File: config.mk
export PLATFORM = sky130hd
export DESIGN_NAME = regfile_scan
export DESIGN_NICKNAME = d
export VERILOG_FILES = /design/src/rtl/regfile_scan.sv
export SDC_FILE = /design/constraint.sdc
export NUM_CORES = 1
export LEC_CHECK = 0
export CORE_MARGIN = 1
export CORE_UTILIZATION = 30
export DETAILED_ROUTE_END_ITERATION = 7
export HOLD_SLACK_MARGIN = 0.05
export PLACE_DENSITY_LB_ADDON = 0.3
export SLEW_MARGIN = 0
export SYNTH_ARGS = -nofsm -noshare
export SYNTH_HDL_FRONTEND = slang
export SYNTH_SLANG_ARGS = --single-unit
File: constraint.sdc
create_clock -name clk -period 2.3 [get_ports clk]
set_input_delay 0.46 -clock clk [delete_from_list [all_inputs] [get_ports clk]]
set_output_delay 0.46 -clock clk [all_outputs]
set_load 0.01 [all_outputs]
File: src/rtl/regfile_scan.sv
// regfile_scan -- register file with two combinational read ports, one
// synchronous write port and a handshaked serial readout ("dump") engine.
//
// Parameters
//   DATA_W   register width in bits
//   ADDR_W   address width shared by every port
//   NUM_REGS implemented registers (1 .. 2**ADDR_W); higher addresses read 0
//            and ignore writes
//
// Ports
//   clk, rst_n                      clock, asynchronous active-low reset
//   wr_en, wr_addr, wr_data         write port (rising edge)
//   rd_addr_a/b, rd_data_a/b        independent zero-latency read ports
//   dump_req                        start a readout of all registers
//   dump_busy, dump_valid           readout in progress / beat valid
//   dump_ready                      consumer accepts the current beat
//   dump_addr, dump_data            beat index and captured value
//   dump_done                       one-cycle pulse after the last beat
//
// Build option
//   REGFILE_SCAN_BYPASS_EN  when defined, a write is forwarded to the read
//   ports and to the dump capture in the same cycle; otherwise reads and
//   captures see the stored pre-write value.
module regfile_scan #(
  parameter int DATA_W   = 16,
  parameter int ADDR_W   = 3,
  parameter int NUM_REGS = 8
) (
  input  logic              clk,
  input  logic              rst_n,
  input  logic              wr_en,
  input  logic [ADDR_W-1:0] wr_addr,
  input  logic [DATA_W-1:0] wr_data,
  input  logic [ADDR_W-1:0] rd_addr_a,
  output logic [DATA_W-1:0] rd_data_a,
  input  logic [ADDR_W-1:0] rd_addr_b,
  output logic [DATA_W-1:0] rd_data_b,
  input  logic              dump_req,
  output logic              dump_busy,
  output logic              dump_valid,
  input  logic              dump_ready,
  output logic [ADDR_W-1:0] dump_addr,
  output logic [DATA_W-1:0] dump_data,
  output logic              dump_done
);

  typedef enum logic {IDLE, SCAN} state_e;

  // One extra bit so the range check also works when NUM_REGS == 2**ADDR_W.
  localparam logic [ADDR_W:0]   NUM_REGS_W = (ADDR_W+1)'(NUM_REGS);
  localparam logic [ADDR_W-1:0] LAST_IDX   = ADDR_W'(NUM_REGS - 1);

  logic [DATA_W-1:0] regs_q [NUM_REGS];
  logic [DATA_W-1:0] regs_d [NUM_REGS];
  // What a reader sees this cycle: stored value, or the in-flight write
  // when forwarding is built in.
  logic [DATA_W-1:0] view   [NUM_REGS];

  state_e            state_q, state_d;
  logic [ADDR_W-1:0] idx_q, idx_d, idx_nxt;
  logic [DATA_W-1:0] dump_data_q, dump_data_d;
  logic              dump_done_q, dump_done_d;
  logic              wr_hit;

  assign wr_hit  = wr_en && ({1'b0, wr_addr} < NUM_REGS_W);
  assign idx_nxt = idx_q + 1'b1;

  always_comb begin
    for (int i = 0; i < NUM_REGS; i++) begin
      view[i] = regs_q[i];
`ifdef REGFILE_SCAN_BYPASS_EN
      // Gated by rst_n so the read ports stay 0 while reset is held.
      if (rst_n && wr_hit && (wr_addr == ADDR_W'(i))) view[i] = wr_data;
`endif
    end
  end

  assign rd_data_a = ({1'b0, rd_addr_a} < NUM_REGS_W) ? view[rd_addr_a] : '0;
  assign rd_data_b = ({1'b0, rd_addr_b} < NUM_REGS_W) ? view[rd_addr_b] : '0;

  always_comb begin
    regs_d = regs_q;
    if (wr_hit) regs_d[wr_addr] = wr_data;
  end

  always_comb begin
    state_d     = state_q;
    idx_d       = idx_q;
    dump_data_d = dump_data_q;
    dump_done_d = 1'b0;
    case (state_q)
      IDLE: begin
        // A request landing in the dump_done cycle is dropped.
        if (dump_req && !dump_done_q) begin
          state_d     = SCAN;
          idx_d       = '0;
          dump_data_d = view[0];
        end
      end
      SCAN: begin
        // dump_valid is always 1 here, so a beat is accepted on dump_ready.
        // While stalled, addr/data hold even if the register is rewritten.
        if (dump_ready) begin
          if (idx_q == LAST_IDX) begin
            state_d     = IDLE;
            idx_d       = '0;
            dump_done_d = 1'b1;
          end else begin
            idx_d       = idx_nxt;
            dump_data_d = view[idx_nxt];
          end
        end
      end
      default: state_d = IDLE;
    endcase
  end

  always_ff @(posedge clk or negedge rst_n) begin
    if (!rst_n) begin
      regs_q      <= '{default: '0};
      state_q     <= IDLE;
      idx_q       <= '0;
      dump_data_q <= '0;
      dump_done_q <= 1'b0;
    end else begin
      regs_q      <= regs_d;
      state_q     <= state_d;
      idx_q       <= idx_d;
      dump_data_q <= dump_data_d;
      dump_done_q <= dump_done_d;
    end
  end

  assign dump_busy  = (state_q == SCAN);
  assign dump_valid = (state_q == SCAN);
  assign dump_addr  = idx_q;
  assign dump_data  = dump_data_q;
  assign dump_done  = dump_done_q;

endmodule

==> results.yml, run 1 <==
sta:
  hold_violations: 0
  worst_clock_skew_ns: 0.00794
  rsz0062_at_grt: "yes"
  worst_slew_pin_slew_ns: 0.412
  setup_viol_count_final: 0
  relSlewSlack_pct: 72.5
  finalMaxSlewViolations: 0
  fin_crit_ns: 2.27
  post-route-period-util_pct: 98.7
  clock.fmax_ghz: 0.440
routing:
  wl_um: 27300
  route.detailed.wl_per_inst_um: 24.8
  drt_pre_antenna_iters: 4
  vias: 6117
  drtIter0Drc: 413
  viasPerCell: 5.56
  ant_nets: 0
  drc_errors: 0
clocking:
  tritoncts: "yes"
  clock_path_buffers: 2
  clk_latency_ns: 0.42
  clkTransAtPathRegs_ns: 0.06
  clockRootBuffer: "clkbuf_16"
  cts_buffers: 17
  cts.htree.levels: 4
  cts.sinks: 149
layout:
  final_common_cell: "dfrtp_1"
  nNetsFinal: 730
  nFillCells: 2751
  syn2layout_area_growth_pct: 27.8
  layout_common_cells: "147 x dfrtp_1, 139 x mux2_2, 86 x mux4_2"
  drive_gt1_share_pct: 58.6
  fin_cells: 1100
  antenna_cells: 0
pwr:
  total_power_mw: 12.2
  peakVddDrop_mv: 0.469
  powerDensity_nw_per_um2: 1060
  p_leak_nw: 4.76
worst_setup_path:
  cp_max_fo: 3
  worstPathRequired_ns: 1.84
  max_stage_delay_ns: 0.44
  path_common_cell: "buf_6"
  rrSetupSlack_ns: 0.11
  slowest_stage: "mux4_2"
  crit_chain: "buf_6 > mux4_2 > mux2_4 > buf_6"
  crit_path_start_kind: "register"
  critPathArrivalTime_ns: 1.81
  reg2reg_depth: 6
  crit_type: "reg -> out"
  endpoint_kind: "primary output"
  r2r_start: "dump_addr[0]$_DFFE_PN0P_"
  r2r-end: "dump_data[15]$_DFFE_PN0P_"
global_routing:
  antenna_found_initial: 0
  grt_pass1_wl_um: 42000
  grt-ovfl-total: 0
  grt_max_degree: 56
  track_usage_pct: 18.6
  grt_pass1_vias: 6534
floorplanning:
  start_util_pct: 30.5
  die_w_um: 175
  rows: 63
  die_y_um: 175
  dieArea_um2: 30700
  pin_count: 84
  core_um2: 29600
logic_synthesis:
  syn_nets: 586
  syn_area_per_cell_um2: 16.3
  syn_inst: 553
  synth_area_um2: 9000
  synth_cell_type_count: 33
  synth_seq_cells: 149
  ys_seq_area_share_pct: 41.4
  ys.flop_type: "dfrtp_1"
  synth_edf_count: 0
  synth-warning-count: 0
  synth-async-reset-ratio_pct: 100
placed_design:
  place.port_buffers: 83
  place_inst: 1019
  dp_hpwl_um: 16600
  place.gp.congestion: 0.793
min_path:
  hold_class: "in -> async"
run:
  maxCapViolations: 0
status:
  outcome: "finished, final reports clean"
critical path: cells and delay by family (launching register included):
family	cells	cell delay, ns
flops	1	0.41
buf+inv	2	0.25
mux	2	0.73
state kept, by name, summed over array words and instances (netlist names):
signal,count
regs_q,128
dump_data,16
dump_addr,3
dump_busy,1
dump_done,1
stage by stage:
stage | setup slack, ns | cell area, um2 | hold slack [ns] | utilization, % | setup TNS (ns)
2_1_floorplan | 0.253 | 9000 | 0.164 | - | 0
6_report | 0.0298 | 11500 | 0.485 | 38.9 | 0
5_1_grt | -0.0288 | 11500 | 0.503 | 38.9 | -0.0288
4_1_cts | 0.000870 | 11500 | 0.486 | 39.0 | 0
3_3_place_gp | -0.309 | 10500 | 0.363 | 35.6 | -8.47
3_5_place_dp | -0.343 | 10500 | 0.367 | 35.6 | -8.86
logic make-up (layout without fill, tap and decap cells):
| kind of cell | count (synthesis) | in the layout | share of synthesized area [%] |
|---|---|---|---|
| mux | 274 | 274 | 47.4 |
| flops | 149 | 149 | 41.4 |
| buf+inv | 52 | 209 | 4.25 |
| simple gates | 39 | 39 | 4.20 |
| compound gates | 36 | 36 | 2.28 |
| fa+ha+maj | 3 | 3 | 0.417 |
power breakdown:
group / leakage (nW) / switching, mW / internal (mW)
logic: 2.65 / 2.10 / 3.10
registers: 1.79 / 0.694 / 3.30
clock network: 0.313 / 1.13 / 1.92
total: 4.76 / 3.92 / 8.32
cell usage after synthesis, types with 2 or more instances:
| cell | number | area share [%] |
|---|---|---|
| mux4_1 | 23 | 6.7 |
| buf_2 | 10 | 0.56 |
| nor2b_1 | 2 | 0.14 |
| clkbuf_1 | 11 | 0.46 |
| ha_1 | 3 | 0.42 |
| nor4bb_1 | 16 | 1.8 |
| nand4b_2 | 3 | 0.50 |
| a31oi_1 | 16 | 1.1 |
| mux4_2 | 73 | 18 |
| mux2_2 | 147 | 18 |
| nor3_4 | 2 | 0.36 |
| o21ai_1 | 2 | 0.11 |
| nor2_1 | 3 | 0.13 |
| buf_6 | 14 | 1.8 |
| o21ai_0 | 17 | 0.95 |
| mux2_4 | 10 | 1.7 |
| buf_4 | 14 | 1.2 |
| mux2i_1 | 17 | 1.9 |
| dfrtp_1 | 149 | 41 |
| mux2_1 | 4 | 0.50 |
| nand2_1 | 4 | 0.17 |
| nor3b_4 | 2 | 0.42 |
cell type report:
| class | count | area (um2) | share of cell area, % |
|---|---|---|---|
| multi-input cells | 352 | 4870 | 42.4 |
| repair buffers | 177 | 1770 | 15.4 |
| flip-flops and latches | 149 | 3730 | 32.4 |
| clock inverters | 14 | 209 | 1.82 |
| clock buffers | 18 | 429 | 3.73 |
| well taps | 390 | 488 | 4.24 |
how the worst max path moves through the flow:
stage / start / end / slack [ns] / cells past startpoint
6_report: regs_q[19]$_DFFE_PN0P_ / rd_data_b[3] / 0.03 / 4
5_1_grt: regs_q[19]$_DFFE_PN0P_ / rd_data_b[3] / -0.03 / 4
4_1_cts: regs_q[64]$_DFFE_PN0P_ / rd_data_a[0] / 0.0009 / 3
3_5_place_dp: rd_addr_b[0] / rd_data_b[1] / -0.34 / 6
3_3_place_gp: rd_addr_b[0] / rd_data_b[3] / -0.31 / 6
2_1_floorplan: dump_addr[0]$_DFFE_PN0P_ / dump_data[10]$_DFFE_PN0P_ / 0.25 / 7
per-layer routing:
layer  global-route usage (%)  share of wire [%]  up-vias
met4                     6.16                2.3        0
met1                     24.7                 44     3273
met5                        0                  0        -
li1                         -                  -     2520
met3                     4.59                6.2       50
met2                     29.6                 48      274
what timing repair did:
item,CTS,global route
hold buffers,1,0
endpoints found under the hold margin,25,0
gates cloned,6,0
pin swaps,0,0
setup endpoints to repair,32,17
resized for setup,148,16
setup buffers,38,6
Note: power is estimated with default switching activity, not from simulation.
==> run 2, diff against run 1 <==
--- a/config.mk
+++ b/config.mk
@@ -5,11 +5,12 @@
 export SDC_FILE = /design/constraint.sdc
 export NUM_CORES = 1
 export LEC_CHECK = 0
-export CORE_MARGIN = 1
-export CORE_UTILIZATION = 30
+export CORE_MARGIN = 1.5
+export CORE_UTILIZATION = 58
 export DETAILED_ROUTE_END_ITERATION = 7
 export HOLD_SLACK_MARGIN = 0.05
 export PLACE_DENSITY_LB_ADDON = 0.3
+export RECOVER_POWER = 100
 export SLEW_MARGIN = 0
 export SYNTH_ARGS = -nofsm -noshare
 export SYNTH_HDL_FRONTEND = slang
==> results.yml, run 2 (same netlist as run 1, synthesis figures left out) <==
pwr:
  power_frac_seq_pct: 33.0
  clkPwrFrac_pct: 23.9
  peakVddDrop_mv: 0.771
  power_frac_comb_pct: 43.1
  switching_power_mw: 3.93
  internal-power_mw: 8.08
  total_power_mw: 12.0
  powerDensity_nw_per_um2: 1100
  swShare_pct: 32.7
  p_leak_nw: 4.56
sta:
  rsz0062_at_grt: "yes"
  fin_crit_ns: 2.26
  post-route-period-util_pct: 98.4
  worst_clock_skew_ns: 0.00866
  clock.fmax_ghz: 0.442
  holdWs_ns: 0.503
  setup_viol_count_final: 0
  worst_slew_pin_slew_ns: 1.52
  worst_slack_ns: 0.0357
  relSlewSlack_pct: -1.00
  fin_setup_tns_ns: 0
  finalMaxSlewViolations: 61
  hold_violations: 0
worst_setup_path:
  critPathArrivalTime_ns: 1.80
  cp_max_fo: 4
  worstPathRequired_ns: 1.84
  endpoint_kind: "primary output"
  crit_type: "reg -> out"
  crit_path_start_kind: "register"
routing:
  vias: 6198
  route.detailed.wl_per_inst_um: 26.4
  ant_nets: 0
  drc_errors: 0
  drt_pre_antenna_iters: 5
  wl_um: 24000
  viasPerCell: 6.82
  drtIter0Drc: 421
global_routing:
  grt_pass1_vias: 6388
  grt_max_degree: 63
  track_usage_pct: 30.8
  grt-ovfl-total: 0
  antenna_found_initial: 0
  grt_pass1_wl_um: 36900
clocking:
  cts_buffers: 17
  cts.sinks: 149
  clk_latency_ns: 0.43
  cts.htree.levels: 4
  clock_path_buffers: 2
  clockRootBuffer: "clkbuf_16"
  clkTransAtPathRegs_ns: 0.06
  tritoncts: "yes"
layout:
  final_util_pct: 71.9
  antenna_cells: 0
  fin_cells: 909
  regMostFlops: "regs_q"
  final_common_cell: "dfrtp_1"
  syn2layout_area_growth_pct: 21.5
  nNetsFinal: 741
  nFillCells: 978
  largest_reg_flops: 128
  layout_common_cells: "147 x dfrtp_1, 142 x mux2_2, 90 x mux4_2"
  drive_gt1_share_pct: 54.1
  fin_area_um2: 10900
placed_design:
  place_inst: 819
  place_ws_ns: -0.263
  dp_hpwl_um: 14600
  placed_area_um2: 10200
  place.port_buffers: 83
  place.gp.congestion: 0.853
floorplanning:
  core_um2: 15200
  die_w_um: 128
  rows: 45
  dieArea_um2: 16300
  start_util_pct: 59.2
  die_y_um: 128
  pin_count: 84
min_path:
  hold_class: "reg -> reg"
status:
  outcome: "complete, but fails checks"
  failed_checks: "capacitance limit, slew limit"
run:
  maxCapViolations: 1
==> run 2: cell type report <==
class                   instances  area, um2  share of cell area, %
repair buffers                188       1570                   14.3
multi-input cells             352       4800                   43.9
well taps                     188        235                   2.15
clock inverters                14        175                   1.60
clock buffers                  18        429                   3.92
flip-flops and latches        149       3730                   34.1
==> run 2: timing repair <==
| item | CTS | global route |
|---|---|---|
| endpoints found under the hold margin | 23 | 0 |
| setup buffers | 39 | 17 |
| hold buffers | 1 | 0 |
| setup endpoints to repair | 33 | 32 |
| gates cloned | 0 | 1 |
| gates resized for setup | 113 | 37 |
==> run 2: worst paths after layout <==
kind	end	slack [ns]	cells past startpoint	from
worst max-delay path	rd_data_b[1]	0.04	3	regs_q[65]$_DFFE_PN0P_
worst min-delay path	dump_data[5]$_DFFE_PN0P_	0.50	2	dump_data[5]$_DFFE_PN0P_
worst max register to register	dump_data[2]$_DFFE_PN0P_	0.12	6	dump_addr[1]$_DFFE_PN0P_
worst min register to register	dump_data[5]$_DFFE_PN0P_	0.50	2	dump_data[5]$_DFFE_PN0P_
max in group asynchronous	regs_q[112]$_DFFE_PN0P_	0.28	3	rst_n
min in group asynchronous	regs_q[19]$_DFFE_PN0P_	0.92	2	rst_n
==> run 2: worst max-delay path, cell delays in order (launching register included) <==
cell and delay, ns:
dfrtp_1 0.41, mux4_2 0.47, mux2_2 0.27, clkdlybuf4s15_1 0.23
==> run 2: routing by layer <==
metal / up-vias / track usage, % / wire (um)
met4: 0 / 11.6 / 674
met1: 3308 / 40.2 / 9490
met5: - / 0 / 0
li1: 2549 / - / -
met2: 285 / 52.2 / 12300
met3: 56 / 5.61 / 1490
==> run 2: power groups by stage <==
stage | registers [mW] | logic [mW] | clock network (mW)
floorplan | 3.81 | 3.37 | 0
global placement | 3.92 | 4.74 | 0
detailed placement | 4.00 | 4.88 | 0
CTS | 3.93 | 5.14 | 2.89
global route | 4.03 | 5.48 | 3.01
finish | 3.96 | 5.17 | 2.87
==> run 3, diff against run 2 <==
--- a/config.mk
+++ b/config.mk
@@ -11,7 +11,8 @@
 export HOLD_SLACK_MARGIN = 0.05
 export PLACE_DENSITY_LB_ADDON = 0.3
 export RECOVER_POWER = 100
-export SLEW_MARGIN = 0
+export SKIP_CTS_REPAIR_TIMING = 1
+export SLEW_MARGIN = 20
 export SYNTH_ARGS = -nofsm -noshare
 export SYNTH_HDL_FRONTEND = slang
 export SYNTH_SLANG_ARGS = --single-unit
==> results.yml, run 3 (same netlist as run 1, synthesis figures left out) <==
status:
  outcome: "complete, but fails checks"
  failed_checks: "capacitance limit, slew limit"
sta:
  hold_violations: 0
  setup_viol_count_final: 0
  worst_slack_ns: 0.0312
  finalMaxSlewViolations: 62
  post-route-period-util_pct: 98.6
  relSlewSlack_pct: -13.7
  worst_slew_pin_slew_ns: 1.70
  fin_crit_ns: 2.27
  rsz0062_at_grt: "yes"
  clock.fmax_ghz: 0.441
  worst_clock_skew_ns: 0.00702
clocking:
  cts.htree.levels: 4
  clkTransAtPathRegs_ns: 0.06
  tritoncts: "yes"
  clock_path_buffers: 2
  clk_latency_ns: 0.43
  cts.sinks: 149
  clockRootBuffer: "clkbuf_16"
  cts_buffers: 17
worst_setup_path:
  endpoint_kind: "primary output"
  crit_chain: "buf_6 > mux4_2 > mux2_4 > buf_6"
  cp_num_buf_inv: 2
  crit_type: "reg -> out"
  reg2reg_depth: 6
  critPathArrivalTime_ns: 1.81
  worstPathRequired_ns: 1.84
  slowest_stage: "mux4_2"
  crit_path_start_kind: "register"
  r2r_start: "dump_addr[1]$_DFFE_PN0P_"
  critPathTopFamily: "multiplexers"
  r2r-end: "dump_data[2]$_DFFE_PN0P_"
  max_stage_delay_ns: 0.43
  rrSetupSlack_ns: 0.14
  cp_max_fo: 3
  path_common_cell: "buf_6"
placed_design:
  placed_area_um2: 10200
  place.port_buffers: 83
  dp_hpwl_um: 14600
  place_inst: 819
  place.gp.congestion: 0.853
  place_ws_ns: -0.263
routing:
  viasPerCell: 6.92
  drtIter0Drc: 439
  drt_pre_antenna_iters: 4
  route.detailed.wl_per_inst_um: 26.7
  wl_um: 23200
  drc_errors: 0
  ant_nets: 0
  vias: 6018
floorplanning:
  rows: 45
  dieArea_um2: 16300
  pin_count: 84
  die_y_um: 128
  start_util_pct: 59.2
  core_um2: 15200
  die_w_um: 128
global_routing:
  grt_pass1_vias: 6163
  track_usage_pct: 30.0
  antenna_found_initial: 0
  grt_max_degree: 63
  grt_pass1_wl_um: 35700
  grt-ovfl-total: 0
layout:
  final_common_cell: "dfrtp_1"
  syn2layout_area_growth_pct: 20.7
  antenna_cells: 0
  fin_cells: 870
  nFillCells: 966
  nNetsFinal: 702
  largest_reg_flops: 128
  regMostFlops: "regs_q"
  fin_area_um2: 10900
  final_util_pct: 71.5
  layout_common_cells: "147 x dfrtp_1, 145 x mux2_2, 84 x mux4_2"
  drive_gt1_share_pct: 50.1
run:
  maxCapViolations: 1
pwr:
  powerDensity_nw_per_um2: 1090
  total_power_mw: 11.8
  peakVddDrop_mv: 0.762
  p_leak_nw: 4.74
min_path:
  hold_class: "in -> async"
## run 3: changes by cell type in the layout (fill, tap and decap cells not counted), sizes merged
cell and change:
clkbuf -24, dlygate4sd3 -1, dlymetal6s2s +29, buf -41
clkdlybuf4s15 -2
## run 3: routing by layer
layer,share of wire [%],GRT usage (%),up-vias
met5,0,0,-
met4,2.1,11.1,0
met3,7.2,5.28,50
met2,51,50.8,314
met1,39,39.2,3176
li1,-,-,2478
## run 3: worst max path at each step
stage | from | to | slack [ns] | cells after the start
final | regs_q[47]$_DFFE_PN0P_ | rd_data_a[15] | 0.03 | 4
after detailed placement | rd_addr_b[0] | rd_data_b[11] | -0.26 | 5
after global placement | rd_addr_b[0] | rd_data_b[13] | -0.23 | 5
after CTS | regs_q[125]$_DFFE_PN0P_ | rd_data_b[13] | -0.32 | 3
after global routing | regs_q[47]$_DFFE_PN0P_ | rd_data_a[15] | -0.01 | 4
after floorplan | dump_addr[0]$_DFFE_PN0P_ | dump_data[10]$_DFFE_PN0P_ | 0.25 | 7
## run 3: worst reg2reg max path, stage by stage, from the launching register on
cell and delay, ns:
dfrtp_1 0.46, ha_1 0.28, ha_4 0.33, buf_12 0.18, mux4_2 0.52, mux2i_1 0.17
o21ai_0 0.09
## run 3: power by group
part           switching [mW]  total, mW  internal, mW  leakage (nW)
Sequential              0.691       3.99          3.30          1.79
Clock                    1.15       2.86          1.72         0.288
Combinational            1.99       4.99          3.00          2.66
Total                    3.83       11.8          8.01          4.74
## run 3: final cells by class
class | instances | area (um2) | area share [%]
tap | 188 | 235 | 2.16
timing repair buffer | 149 | 1480 | 13.6
clock buffer | 18 | 429 | 3.95
multi-input combinational | 352 | 4810 | 44.3
sequential | 149 | 3730 | 34.3
clock inverter | 14 | 175 | 1.61
## run 3: per-stage QoR
step | setup TNS (ns) | hold slack [ns]
4_1_cts | -8.70 | 0.0381
3_5_place_dp | -6.78 | 0.490
2_1_floorplan | 0 | 0.164
5_1_grt | -0.0222 | 0.551
6_report | 0 | 0.452
3_3_place_gp | -6.31 | 0.486
